**src/rtl/fpna_pkg.sv**
```systemverilog
// Shared definitions for the FPNA configuration loader: defaults, CRC polynomial,
// loader state encoding and a single-step CRC-8 helper.
package fpna_pkg;

    localparam int         BS_BITS_DEFAULT = 259;
    localparam logic [7:0] CRC8_POLY       = 8'h07;

    typedef enum logic [1:0] {
        ST_IDLE = 2'd0,
        ST_LOAD = 2'd1,
        ST_DONE = 2'd2
    } loader_state_e;

    // One bit of an MSB-first CRC-8 shift: feedback is the top bit xor the incoming bit.
    function automatic logic [7:0] crc8Step(input logic [7:0] crc, input logic bitIn);
        crc8Step = {crc[6:0], 1'b0} ^ ((crc[7] ^ bitIn) ? CRC8_POLY : 8'h00);
    endfunction

endpackage

```
**src/rtl/fpna_crc8_serial.sv**
```systemverilog
// Bit-serial CRC-8 accumulator (init 0x00). 'clear' has priority over 'bit_en'.
module fpna_crc8_serial
    import fpna_pkg::*;
(
    input  logic       clk,
    input  logic       clear,
    input  logic       bit_en,
    input  logic       bit_in,
    output logic [7:0] crc
);

    logic [7:0] crc_q;
    logic [7:0] crc_d;

    // Next CRC value: restart on clear, otherwise absorb one bit when enabled.
    always_comb begin
        crc_d = crc_q;
        if (clear) begin
            crc_d = 8'h00;
        end else if (bit_en) begin
            crc_d = crc8Step(crc_q, bit_in);
        end
    end

    // CRC register; reset is expressed by the owner through 'clear'.
    always_ff @(posedge clk) begin
        crc_q <= crc_d;
    end

    assign crc = crc_q;

endmodule

```
**src/rtl/fpna_config_loader.sv**
```systemverilog
// Streams configuration bytes MSB-first into the fabric chain and, on verify
// passes, checks the bits returned from the far end of the chain against a
// CRC-8 signature of the previous pass.
module fpna_config_loader
    import fpna_pkg::*;
#(
    parameter int BS_BITS = BS_BITS_DEFAULT
) (
    input  logic       clk,
    input  logic       rst_n,
    input  logic       start,
    input  logic       verify,
    input  logic [7:0] byte_data,
    input  logic       byte_valid,
    output logic       byte_ready,
    output logic       cfg_en,
    output logic       cfg_bs,
    input  logic       cfg_bs_ret,
    output logic       busy,
    output logic       done,
    output logic       readback_err,
    output logic [8:0] bit_count
);

    localparam logic [8:0] BS_LAST   = 9'(BS_BITS);
    localparam logic [8:0] BS_PENULT = 9'(BS_BITS - 1);

    loader_state_e state_q, state_d;
    logic [8:0]    bitCount_q, bitCount_d;
    logic [7:0]    shiftData_q, shiftData_d;
    logic [3:0]    shiftCnt_q, shiftCnt_d;
    logic          cfgEn_q, cfgEn_d;
    logic          cfgBs_q, cfgBs_d;
    logic          verify_q, verify_d;
    logic          readbackErr_q, readbackErr_d;
    logic [7:0]    crcRef_q, crcRef_d;

    logic          startAccept;
    logic          byteReady;
    logic          crcClear;
    logic [7:0]    crcRun;
    logic [7:0]    crcSent;

    // Next-state, shifter and handshake logic; a byte may be taken while the last
    // bit of the previous one is shifting so a steady stream has no bubbles, and
    // no byte is taken that could not contribute at least one bit.
    always_comb begin
        state_d       = state_q;
        bitCount_d    = bitCount_q;
        shiftData_d   = shiftData_q;
        shiftCnt_d    = shiftCnt_q;
        cfgEn_d       = 1'b0;
        cfgBs_d       = cfgBs_q;
        verify_d      = verify_q;
        readbackErr_d = readbackErr_q;
        crcRef_d      = crcRef_q;
        startAccept   = 1'b0;
        byteReady     = 1'b0;

        case (state_q)
            ST_IDLE: begin
                if (start) begin
                    state_d     = ST_LOAD;
                    bitCount_d  = 9'd0;
                    shiftData_d = 8'h00;
                    shiftCnt_d  = 4'd0;
                    verify_d    = verify;
                    startAccept = 1'b1;
                end
            end
            ST_LOAD: begin
                byteReady = (bitCount_q < BS_LAST) &&
                            ((shiftCnt_q == 4'd0) ||
                             ((shiftCnt_q == 4'd1) && (bitCount_q < BS_PENULT)));
                if ((shiftCnt_q != 4'd0) && (bitCount_q < BS_LAST)) begin
                    cfgEn_d     = 1'b1;
                    cfgBs_d     = shiftData_q[7];
                    shiftData_d = {shiftData_q[6:0], 1'b0};
                    shiftCnt_d  = shiftCnt_q - 4'd1;
                    bitCount_d  = bitCount_q + 9'd1;
                end
                if (byteReady && byte_valid) begin
                    shiftData_d = byte_data;
                    shiftCnt_d  = 4'd8;
                end
                if (bitCount_q == BS_LAST) begin
                    state_d     = ST_DONE;
                    shiftData_d = 8'h00;
                    shiftCnt_d  = 4'd0;
                end
            end
            ST_DONE: begin
                state_d = ST_IDLE;
                if (verify_q) begin
                    readbackErr_d = (crcRun != crcRef_q);
                    crcRef_d      = crcSent;
                end else begin
                    crcRef_d      = crcRun;
                end
            end
            default: begin
                state_d = ST_IDLE;
            end
        endcase
    end

    // State and datapath registers with synchronous active-low reset.
    always_ff @(posedge clk) begin
        if (!rst_n) begin
            state_q       <= ST_IDLE;
            bitCount_q    <= 9'd0;
            shiftData_q   <= 8'h00;
            shiftCnt_q    <= 4'd0;
            cfgEn_q       <= 1'b0;
            cfgBs_q       <= 1'b0;
            verify_q      <= 1'b0;
            readbackErr_q <= 1'b0;
            crcRef_q      <= 8'h00;
        end else begin
            state_q       <= state_d;
            bitCount_q    <= bitCount_d;
            shiftData_q   <= shiftData_d;
            shiftCnt_q    <= shiftCnt_d;
            cfgEn_q       <= cfgEn_d;
            cfgBs_q       <= cfgBs_d;
            verify_q      <= verify_d;
            readbackErr_q <= readbackErr_d;
            crcRef_q      <= crcRef_d;
        end
    end

    assign crcClear = !rst_n || startAccept;

    // Running signature: the bits actually returned on verify, the bits driven on load.
    fpna_crc8_serial u_crc_run (
        .clk    (clk),
        .clear  (crcClear),
        .bit_en (cfgEn_q),
        .bit_in (verify_q ? cfg_bs_ret : cfgBs_q),
        .crc    (crcRun)
    );

    // Signature of the bits driven this pass; becomes the reference after a verify.
    fpna_crc8_serial u_crc_sent (
        .clk    (clk),
        .clear  (crcClear),
        .bit_en (cfgEn_q),
        .bit_in (cfgBs_q),
        .crc    (crcSent)
    );

    assign byte_ready   = byteReady;
    assign cfg_en       = cfgEn_q;
    assign cfg_bs       = cfgBs_q;
    assign busy         = (state_q == ST_LOAD);
    assign done         = (state_q == ST_DONE);
    assign readback_err = readbackErr_q;
    assign bit_count    = bitCount_q;

endmodule

```
**config.mk**
```make
export PLATFORM = sky130hd
export DESIGN_NAME = fpna_config_loader
export DESIGN_NICKNAME = d
export VERILOG_FILES = /design/src/rtl/fpna_pkg.sv /design/src/rtl/fpna_crc8_serial.sv /design/src/rtl/fpna_config_loader.sv
export SDC_FILE = /design/constraint.sdc
export NUM_CORES = 1
export LEC_CHECK = 0
export ABC_AREA = 1
export CAP_MARGIN = 40
export CELL_PAD_IN_SITES_DETAIL_PLACEMENT = 1
export CELL_PAD_IN_SITES_GLOBAL_PLACEMENT = 1
export CORE_MARGIN = 2
export CORE_UTILIZATION = 37
export CTS_CLUSTER_DIAMETER = 60
export DETAILED_ROUTE_END_ITERATION = 10
export HOLD_SLACK_MARGIN = 0.05
export PLACE_DENSITY = 0.77
export SETUP_SLACK_MARGIN = 0.2
export SLEW_MARGIN = 20
export SYNTH_ARGS = -nofsm -noshare
export SYNTH_HDL_FRONTEND = slang
export SYNTH_HIERARCHICAL = 1
export SYNTH_SLANG_ARGS = --single-unit
```
**constraint.sdc**
```tcl
create_clock -name clk -period 1.55 [get_ports clk]
set_input_delay 0.31 -clock clk [delete_from_list [all_inputs] [get_ports clk]]
set_output_delay 0.31 -clock clk [all_outputs]
set_load 0.01 [all_outputs]
```
==> results of run 1 <==
## per-stage QoR
| step | power (mW) | instances | util [%] | setup slack, ns |
|---|---|---|---|---|
| 2_1_floorplan | 1.86 | 368 | - | 0.0407 |
| 3_5_place_dp | 2.18 | 534 | 48.3 | -0.339 |
| 6_report | 3.29 | 553 | 52.9 | -0.235 |
| 3_3_place_gp | 2.15 | 534 | 48.3 | -0.246 |
| 5_1_grt | 3.43 | 553 | 52.9 | -0.297 |
| 4_1_cts | 3.24 | 547 | 51.2 | -0.220 |
## power breakdown
| part | total, mW | internal (mW) | leakage [nW] | switching, mW |
|---|---|---|---|---|
| logic | 0.851 | 0.380 | 1.08 | 0.472 |
| registers | 1.40 | 1.35 | 0.420 | 0.0440 |
| clock network | 1.04 | 0.532 | 0.0618 | 0.504 |
| total | 3.29 | 2.27 | 1.56 | 1.02 |
## worst max path at each step
stage / start / end / slack [ns] / cells after the start
after floorplan: bit_count[4] / shiftCnt_q[1] / 0.04 / 10
after global placement: shiftCnt_q[1] / byte_ready / -0.25 / 9
after detailed placement: shiftCnt_q[1] / byte_ready / -0.34 / 9
after CTS: bit_count[2] / byte_ready / -0.22 / 7
after global routing: bit_count[4] / bit_count[7] / -0.30 / 9
final: bit_count[4] / shiftData_q[6] / -0.23 / 9
## sequential cells by signal, summed over array words and instances, names as in the netlist
name            count
bit_count           9
shiftData_q         8
cfg_bs              1
readback_err        1
state_q             2
verify_q            1
cfg_en              1
u_crc_sent/crc      8
shiftCnt_q          4
u_crc_run/crc       8
crcRef_q            8
## area by class of cell
cell class | count | area, sq um | share of cell area, %
Clock buffer | 6 | 82.6 | 2.16
Clock inverter | 2 | 38.8 | 1.02
Inverter | 36 | 150 | 3.93
Multi-Input combinational cell | 269 | 1600 | 42.0
Sequential cell | 51 | 1050 | 27.4
Tap cell | 99 | 124 | 3.25
Timing Repair Buffer | 90 | 772 | 20.2
## logic make-up (layout without fill, tap and decap cells)
logic type                 count (synthesis)  in the layout  share of synthesized area [%]
and+or+nand+nor                          189            189                           34.5
AOI/OAI and AO/OA                         70             70                           16.2
DFF                                       51             51                           37.2
buffers and inverters                     48            134                           8.44
xor gates and xnor gates                   7              7                           2.23
adders and majority gates                  3              3                           1.37
## worst min-delay path, stage by stage, from the launching register on
cell	delay [ns]
dfxtp_1	0.32
nand2_1	0.06
a21oi_1	0.05
## cells in the mapped netlist
| cell type | count | share of area [%] |
|---|---|---|
| dfxtp_1 | 51 | 37 |
| a21oi_4 | 1 | 0.59 |
| xnor2_1 | 6 | 1.9 |
| ha_1 | 3 | 1.4 |
| o211ai_1 | 1 | 0.27 |
| o21ai_2 | 1 | 0.32 |
| buf_4 | 1 | 0.27 |
| a41oi_1 | 1 | 0.32 |
| o21ai_0 | 19 | 3.5 |
| nor3_1 | 7 | 1.3 |
| buf_6 | 4 | 1.6 |
| nor2_4 | 5 | 2.1 |
| or2_2 | 3 | 0.68 |
| nand3b_1 | 1 | 0.27 |
| clkbuf_1 | 5 | 0.68 |
| xor2_1 | 1 | 0.32 |
| nand2_1 | 69 | 9.4 |
| nor2_2 | 1 | 0.23 |
| clkinv_1 | 2 | 0.27 |
| buf_2 | 1 | 0.18 |
| or2_4 | 1 | 0.32 |
| a221oi_1 | 5 | 1.6 |
| nand3_1 | 5 | 0.91 |
| nand2_2 | 15 | 3.4 |
| inv_1 | 28 | 3.8 |
| o2111ai_1 | 1 | 0.32 |
| nand4_1 | 21 | 4.8 |
| inv_2 | 4 | 0.55 |
| nor3b_1 | 1 | 0.27 |
| a21oi_1 | 27 | 4.9 |
| o21ai_1 | 3 | 0.55 |
| buf_8 | 1 | 0.55 |
| nand3_4 | 2 | 1.3 |
| inv_4 | 2 | 0.46 |
| nand2_4 | 6 | 2.5 |
| nor2_1 | 52 | 7.1 |
| o21bai_4 | 1 | 0.68 |
| a21oi_2 | 10 | 3.2 |
## layer usage
| metal | share of wire [%] | vias up | track usage, % |
|---|---|---|---|
| li1 | - | 1383 | - |
| met3 | 2.7 | 13 | 2.77 |
| met4 | 1.6 | 0 | 6.03 |
| met5 | 0 | - | 0 |
| met2 | 51 | 50 | 38.1 |
| met1 | 45 | 1409 | 25.0 |
## what timing repair did
action / in CTS / in global routing
pin swaps: 3 / 5
gates cloned: 1 / 0
setup endpoints to repair: 58 / 50
buffers inserted: 4 / 6
gates resized for setup: 56 / 36
==> qor.txt, run 1 <==
hold_buf cts: 0
core area: 7210 sq um
HPWL after detailed placement: 5.87 mm
R2R Setup Slk: -0.23 ns
Syn Nets: 385
grt total ovfl: 0
Worst Tran Pin Value: 0.422 ns
RSZ-0062 raised after global routing: yes
nature of the critical path endpoint: flop
cells after synthesis: 368
failing checks: negative setup slack
Synthesis Warnings: 6
RR Startpoint: bit_count[4]
Critical-path top delay cell: dfxtp_2
peak per-stage delay on the critical path: 0.36 ns
drc violations: 0
1st-iter DRT viols: 94
hold_ws: 0.469 ns
port bufs: 28
overall global routing resource usage: 20.7%
H-tree Lvls: 2
Setup Skew: 0.00918 ns
crit-path max FO: 10
Die W: 90.1 microns
Die Area: 8120 sq um
area grow syn2layout: 39.1%
Required @ worst endpoint: 1.80 ns
worst path buffer plus inverter count: 2
CP most frequent cell: buf_4
layout cells sized above 1: 38.1%
setup TNS: -4.00 ns
Final Max Slew Viols: 0
antenna diode count: 0
min-delay src: shiftData_q[0]
CP cell instances: nor2_2 -> nand3_2 -> o21bai_4 -> buf_4 -> nand3_4 -> nand2_4 -> buf_4 -> nand4_1 -> a21oi_2
antenna violation net count after detailed routing: 0
most common library cell in the layout ignoring fill and taps: nand2_1
Final nets: 470
Fin. Hold Viols: 0
via count: 2855
drt pass-1 iters: 5
Initial Utilization: 38.0%
power per cell area: 861 nW/um^2
worst hold stages: 2
sequential fraction of the synthesis area: 37.2%
Pleak: 1.56 nW
Inserted Clock Buffers: 5
status: finished, violations left
DIE HEIGHT: 90.1 microns
Mapped Avg Cell Area: 7.46 sq um
standard-cell row count: 31
CTS tree: done
RR Endpoint: shiftData_q[6]
largest net degree at the start of global routing: 21
per-cell routed wire length: 16.2 microns
Yosys reg bits: 51
clock sink total: 51
Hold EP: shiftData_q[0]
Peak VDD IR: 0.395 mV
most frequent cells in the layout: 64 x nand2_1, 50 x buf_4, 44 x nor2_1
Tcrit/Tclk final: 115%
post-route cell area: 3820 sq um
vias in the first global route: 2925
placed cell area: 3490 sq um
initial antenna violation count: 0
Critical Path Start Type: flop
CP delay by family, top: simple AND/OR/NAND/NOR gates
total wire length: 8.98 mm
final worst slack: -0.235 ns
Clock Latency Late Sink: 0.32 ns
CTS root buf: clkbuf_8
Register-to-Register Path Depth: 9
Slew HR: 71.8%
max-cap viol count: 0
CTS max path bufs: 2
Mapped Area: 2740 sq um
clock slew at reported path FFs: 0.10 ns
HP Class: flop to flop
setup violators final: 24
CP arrival: 2.04 ns
first-pass GRT wire length: 13.7 mm
count of cell types in the netlist: 38
vias per inst: 5.16
Period minus WS final: 1.78 ns
GP Congestion: 0.817
critical path type: flop to flop
Top Ports: 29
Fillers: 921
Max Freq: 0.560 GHz
No activity file was read; power rests on OpenSTA's default activity.
==> run 2: changes to the inputs <==
Settings changed: CAP_MARGIN 40 to default, GPL_TIMING_DRIVEN from default to 0, MAX_ROUTING_LAYER from default to met4.
==> run 2 against run 1 <==
Net effect:
- the run still ends with negative setup slack left
- sequential share of layout area down 0.19 points
- critical path depth down 2
- global-route usage up 1.1 points
- fmax down 1.4%
- power up 1.8%
- flip-flop and latch count unchanged
- hold slack better by 0.017 ns
- via count down 0.49%
- core utilization up 1.2 points
- sequential power about the same
- highest routed layer unchanged
- die area unchanged
==> qor.txt, run 2 (same netlist as run 1, synthesis figures left out) <==
status: finished, violations left
failing checks: negative setup slack
CP delay by family, top: simple AND/OR/NAND/NOR gates
setup violators final: 24
first-pass GRT wire length: 14.1 mm
vias per inst: 5.32
core area: 7210 sq um
GP Congestion: 0.767
Final Max Slew Viols: 0
Pleak: 1.62 nW
initial antenna violation count: 0
power per cell area: 857 nW/um^2
peak per-stage delay on the critical path: 0.36 ns
clock slew at reported path FFs: 0.11 ns
drt pass-1 iters: 4
via count: 2841
Clk pwr share: 29.7%
critical path type: flop to output port
power share of the sequential group: 42.0%
Initial Utilization: 38.0%
layout cells sized above 1: 40.0%
grt total ovfl: 0
drc violations: 0
Worst Tran Pin Value: 0.813 ns
port bufs: 27
CTS root buf: clkbuf_8
Peak VDD IR: 0.482 mV
vias in the first global route: 2893
H-tree Lvls: 2
Combinational Power Share: 28.4%
Slew HR: 45.8%
Tcrit/Tclk final: 117%
CTS max path bufs: 2
final worst slack: -0.261 ns
Place WS: -0.548 ns
Die W: 90.1 microns
Inserted Clock Buffers: 5
Required @ worst endpoint: 1.24 ns
clock sink total: 51
CP most frequent cell: nand2_2
Critical-path top delay cell: dfxtp_2
total power: 3.34 mW
Final nets: 452
Sw Pwr: 1.11 mW
1st-iter DRT viols: 139
max-cap viol count: 0
internal power: 2.23 mW
HP Class: input port to flop
Period minus WS final: 1.81 ns
Max Freq: 0.552 GHz
Die Area: 8120 sq um
Non-Filler Instances: 534
most frequent cells in the layout: 59 x nand2_1, 44 x nor2_1, 35 x dfxtp_1
standard-cell row count: 31
dpl cells: 494
RSZ-0062 raised after global routing: yes
largest net degree at the start of global routing: 16
overall global routing resource usage: 21.8%
CP cell instances: or2_4 -> nor2_4 -> nand2_2 -> nand2_4 -> nand2_2 -> nor2_2 -> buf_2
hold_buf cts: 0
total wire length: 9.82 mm
Critical Path Start Type: flop
nature of the critical path endpoint: output port
crit-path max FO: 4
per-cell routed wire length: 18.4 microns
CTS tree: done
Fin. Hold Viols: 0
Sw Share: 33.2%
worst path buffer plus inverter count: 1
antenna diode count: 0
most common library cell in the layout ignoring fill and taps: nand2_1
post-route cell area: 3900 sq um
antenna violation net count after detailed routing: 0
placed cell area: 3170 sq um
CP arrival: 1.50 ns
DIE HEIGHT: 90.1 microns
Largest register FFs: 9
HPWL after detailed placement: 5.19 mm
Setup Skew: 0.0145 ns
Top Ports: 29
area grow syn2layout: 42.2%
Clock Latency Late Sink: 0.33 ns
==> run 2: final timing paths <==
| path | to | slack, ns | cells after the start | startpoint |
|---|---|---|---|---|
| worst max-delay path | byte_ready | -0.26 | 7 | bit_count[2] |
| worst min-delay path | shiftData_q[1] | 0.49 | 5 | byte_valid |
| worst max register to register | bit_count[8] | -0.22 | 11 | bit_count[5] |
| worst min register to register | shiftData_q[0] | 0.49 | 2 | shiftData_q[0] |
==> run 2: worst reg2reg max path, stage by stage, from the launching register on <==
cell and delay [ns]:
dfxtp_4 0.38, nor2_4 0.11, nand2_2 0.07, o21bai_4 0.17, buf_6 0.13, buf_8 0.12, nand3_4 0.09, nand2_4 0.09
buf_12 0.11, buf_8 0.11, nand4_1 0.13, a21oi_1 0.18
==> run 2: what timing repair did <==
| item | CTS | global route |
|---|---|---|
| pin swaps | 21 | 17 |
| gates resized for setup | 103 | 46 |
| endpoints found under the setup margin | 60 | 53 |
| buffers inserted | 21 | 9 |
| gates cloned | 3 | 0 |
==> run 2: power groups by stage <==
stage	sequential, mW	clock [mW]	combinational, mW
after floorplan	1.42	0	0.434
after global routing	1.41	1.04	1.01
after detailed placement	1.43	0	0.599
final	1.40	0.992	0.949
after CTS	1.40	0.966	0.814
after global placement	1.43	0	0.587
==> run 2: area by class of cell <==
type	count	area [sq um]
Buffer	12	115
Multi-Input combinational cell	269	1760
Fill cell	896	3310
Clock inverter	2	37.5
Tap cell	99	124
Clock buffer	5	68.8
Sequential cell	51	1060
Timing Repair Buffer	60	583
Inverter	36	155
==> run 2: routing by layer <==
| layer | GRT usage (%) | part of all wire, % | vias up |
|---|---|---|---|
| li1 | - | - | 1347 |
| met1 | 26.5 | 40 | 1412 |
| met2 | 37.4 | 53 | 59 |
| met3 | 3.02 | 2.9 | 23 |
| met4 | 6.79 | 3.4 | 0 |
| met5 | - | 0 | - |
==> run 2: stage by stage <==
stage | TNS [ns] | hold slack [ns] | utilization, %
after floorplan | 0 | 0.439 | -
after global placement | -13.10 | 0.451 | 44.0
after detailed placement | -14.13 | 0.465 | 44.0
after CTS | -1.81 | 0.488 | 51.4
after global routing | -5.10 | 0.513 | 54.1
final | -3.66 | 0.486 | 54.1
==> run 3: changes to the inputs <==
Settings changed: CORE_UTILIZATION 37 to 42, DONT_BUFFER_PORTS from default to 1, MAX_ROUTING_LAYER met4 to default, PLACE_DENSITY 0.77 to 0.78.
==> run 3 against run 2 <==
Net effect:
- the flow still finishes with violations (negative setup slack)
- hold slack worse by 0.33 ns
- first-iteration DRC count down 35%
- critical path depth up 4
- global-route usage down 0.17 points
- die area down 11%
- clock skew down 0.010 ns
- critical path type is now flop to flop
- largest cell class unchanged
- largest power group unchanged
==> qor.txt, run 3 (same netlist as run 1, synthesis figures left out) <==
1st-iter DRT viols: 90
Final nets: 409
per-cell routed wire length: 16.9 microns
most common library cell in the layout ignoring fill and taps: nand2_1
Worst Tran Pin Value: 0.722 ns
Pleak: 1.34 nW
failing checks: negative setup slack
Max Freq: 0.561 GHz
Required @ worst endpoint: 1.74 ns
most frequent cells in the layout: 63 x nand2_1, 42 x nor2_1, 35 x dfxtp_1
hold_buf cts: 0
final worst slack: -0.233 ns
dpl cells: 445
clock slew at reported path FFs: 0.10 ns
Setup Skew: 0.00444 ns
HP Class: input port to flop
Peak VDD IR: 0.532 mV
nature of the critical path endpoint: flop
CTS max path bufs: 2
Critical Path Start Type: flop
antenna diode count: 0
CTS tree: done
grt total ovfl: 0
power per cell area: 930 nW/um^2
max-cap viol count: 0
via count: 2553
Fin. Hold Viols: 0
drc violations: 0
Period minus WS final: 1.78 ns
crit-path max FO: 5
GP Congestion: 0.806
placed cell area: 2870 sq um
initial antenna violation count: 0
core area: 6350 sq um
largest net degree at the start of global routing: 16
Final Max Slew Viols: 0
post-route cell area: 3400 sq um
vias in the first global route: 2549
clock sink total: 51
antenna violation net count after detailed routing: 0
Initial Utilization: 43.2%
Top Ports: 29
Tcrit/Tclk final: 115%
Die Area: 7200 sq um
Slew HR: 51.9%
drt pass-1 iters: 4
critical path type: flop to flop
status: finished, violations left
total wire length: 7.92 mm
layout cells sized above 1: 35.1%
standard-cell row count: 29
area grow syn2layout: 23.8%
port bufs: 0
Inserted Clock Buffers: 5
Non-Filler Instances: 470
H-tree Lvls: 2
Place WS: -0.163 ns
setup violators final: 22
CTS root buf: clkbuf_8
RSZ-0062 raised after global routing: yes
overall global routing resource usage: 21.6%
Die W: 84.8 microns
DIE HEIGHT: 84.8 microns
vias per inst: 5.43
first-pass GRT wire length: 12.6 mm
Largest register FFs: 9
HPWL after detailed placement: 5.04 mm
CP arrival: 1.97 ns
Clock Latency Late Sink: 0.32 ns
run 3: metrics by stage:
stage	hold WS [ns]	power, mW	TNS (ns)	utilization, %
after floorplan	0.439	1.86	0	-
after global placement	0.449	1.96	-1.72	45.3
after detailed placement	0.462	1.97	-2.54	45.3
after CTS	0.154	3.06	-2.29	50.3
after global routing	0.160	3.30	-5.14	53.5
final	0.154	3.16	-3.45	53.5
run 3: cell type report:
cell class	instances	area (sq um)
plain buffers	12	115
clock buffers	6	82.6
clock inverters	2	35.0
fillers	763	2950
inverters	36	149
multi-input cells	269	1680
flip-flops and latches	51	1070
well taps	77	96.3
repair buffers	17	173
run 3: final timing paths:
path / from / endpoint / slack [ns] / depth (start not counted)
hold / removal: byte_data[0] / shiftData_q[0] / 0.15 / 2
hold reg to reg: shiftData_q[0] / shiftData_q[0] / 0.47 / 2
setup reg to reg: bit_count[2] / shiftCnt_q[3] / -0.23 / 11
setup / recovery: bit_count[2] / shiftCnt_q[3] / -0.23 / 11
run 3: worst max-delay path, cell delays in order (launching register included):
cell	delay, ns
dfxtp_4	0.38
or2_4	0.26
nor2_4	0.14
nand2_2	0.10
nand2_4	0.07
buf_6	0.10
nand3_4	0.08
nand2_4	0.13
nand2_8	0.08
clkbuf_16	0.20
nand2_2	0.06
a21oi_2	0.05
run 3: per-layer routing:
layer  routed length [microns]  part of all wire, %  track usage, %  vias up
li1                          -                    -               -     1262
met5                         0                    0               0        -
met3                       328                  4.1            4.67       12
met4                       103                  1.3            7.36        0
met2                      3960                   50            36.1       36
met1                      3530                   45            27.7     1243
run 3: report_power, final:
group / internal, mW / leakage (nW) / total [mW] / switching, mW
Combinational: 0.313 / 0.851 / 0.755 / 0.442
Sequential: 1.35 / 0.423 / 1.41 / 0.0640
Clock: 0.523 / 0.0612 / 0.993 / 0.470
run 3: repair_timing:
action                                  in CTS  in global routing
pin swaps                                    9                 16
endpoints found under the setup margin      48                 50
gates resized for setup                     33                 48
gates cloned                                 0                  1
setup buffers                               13                  3
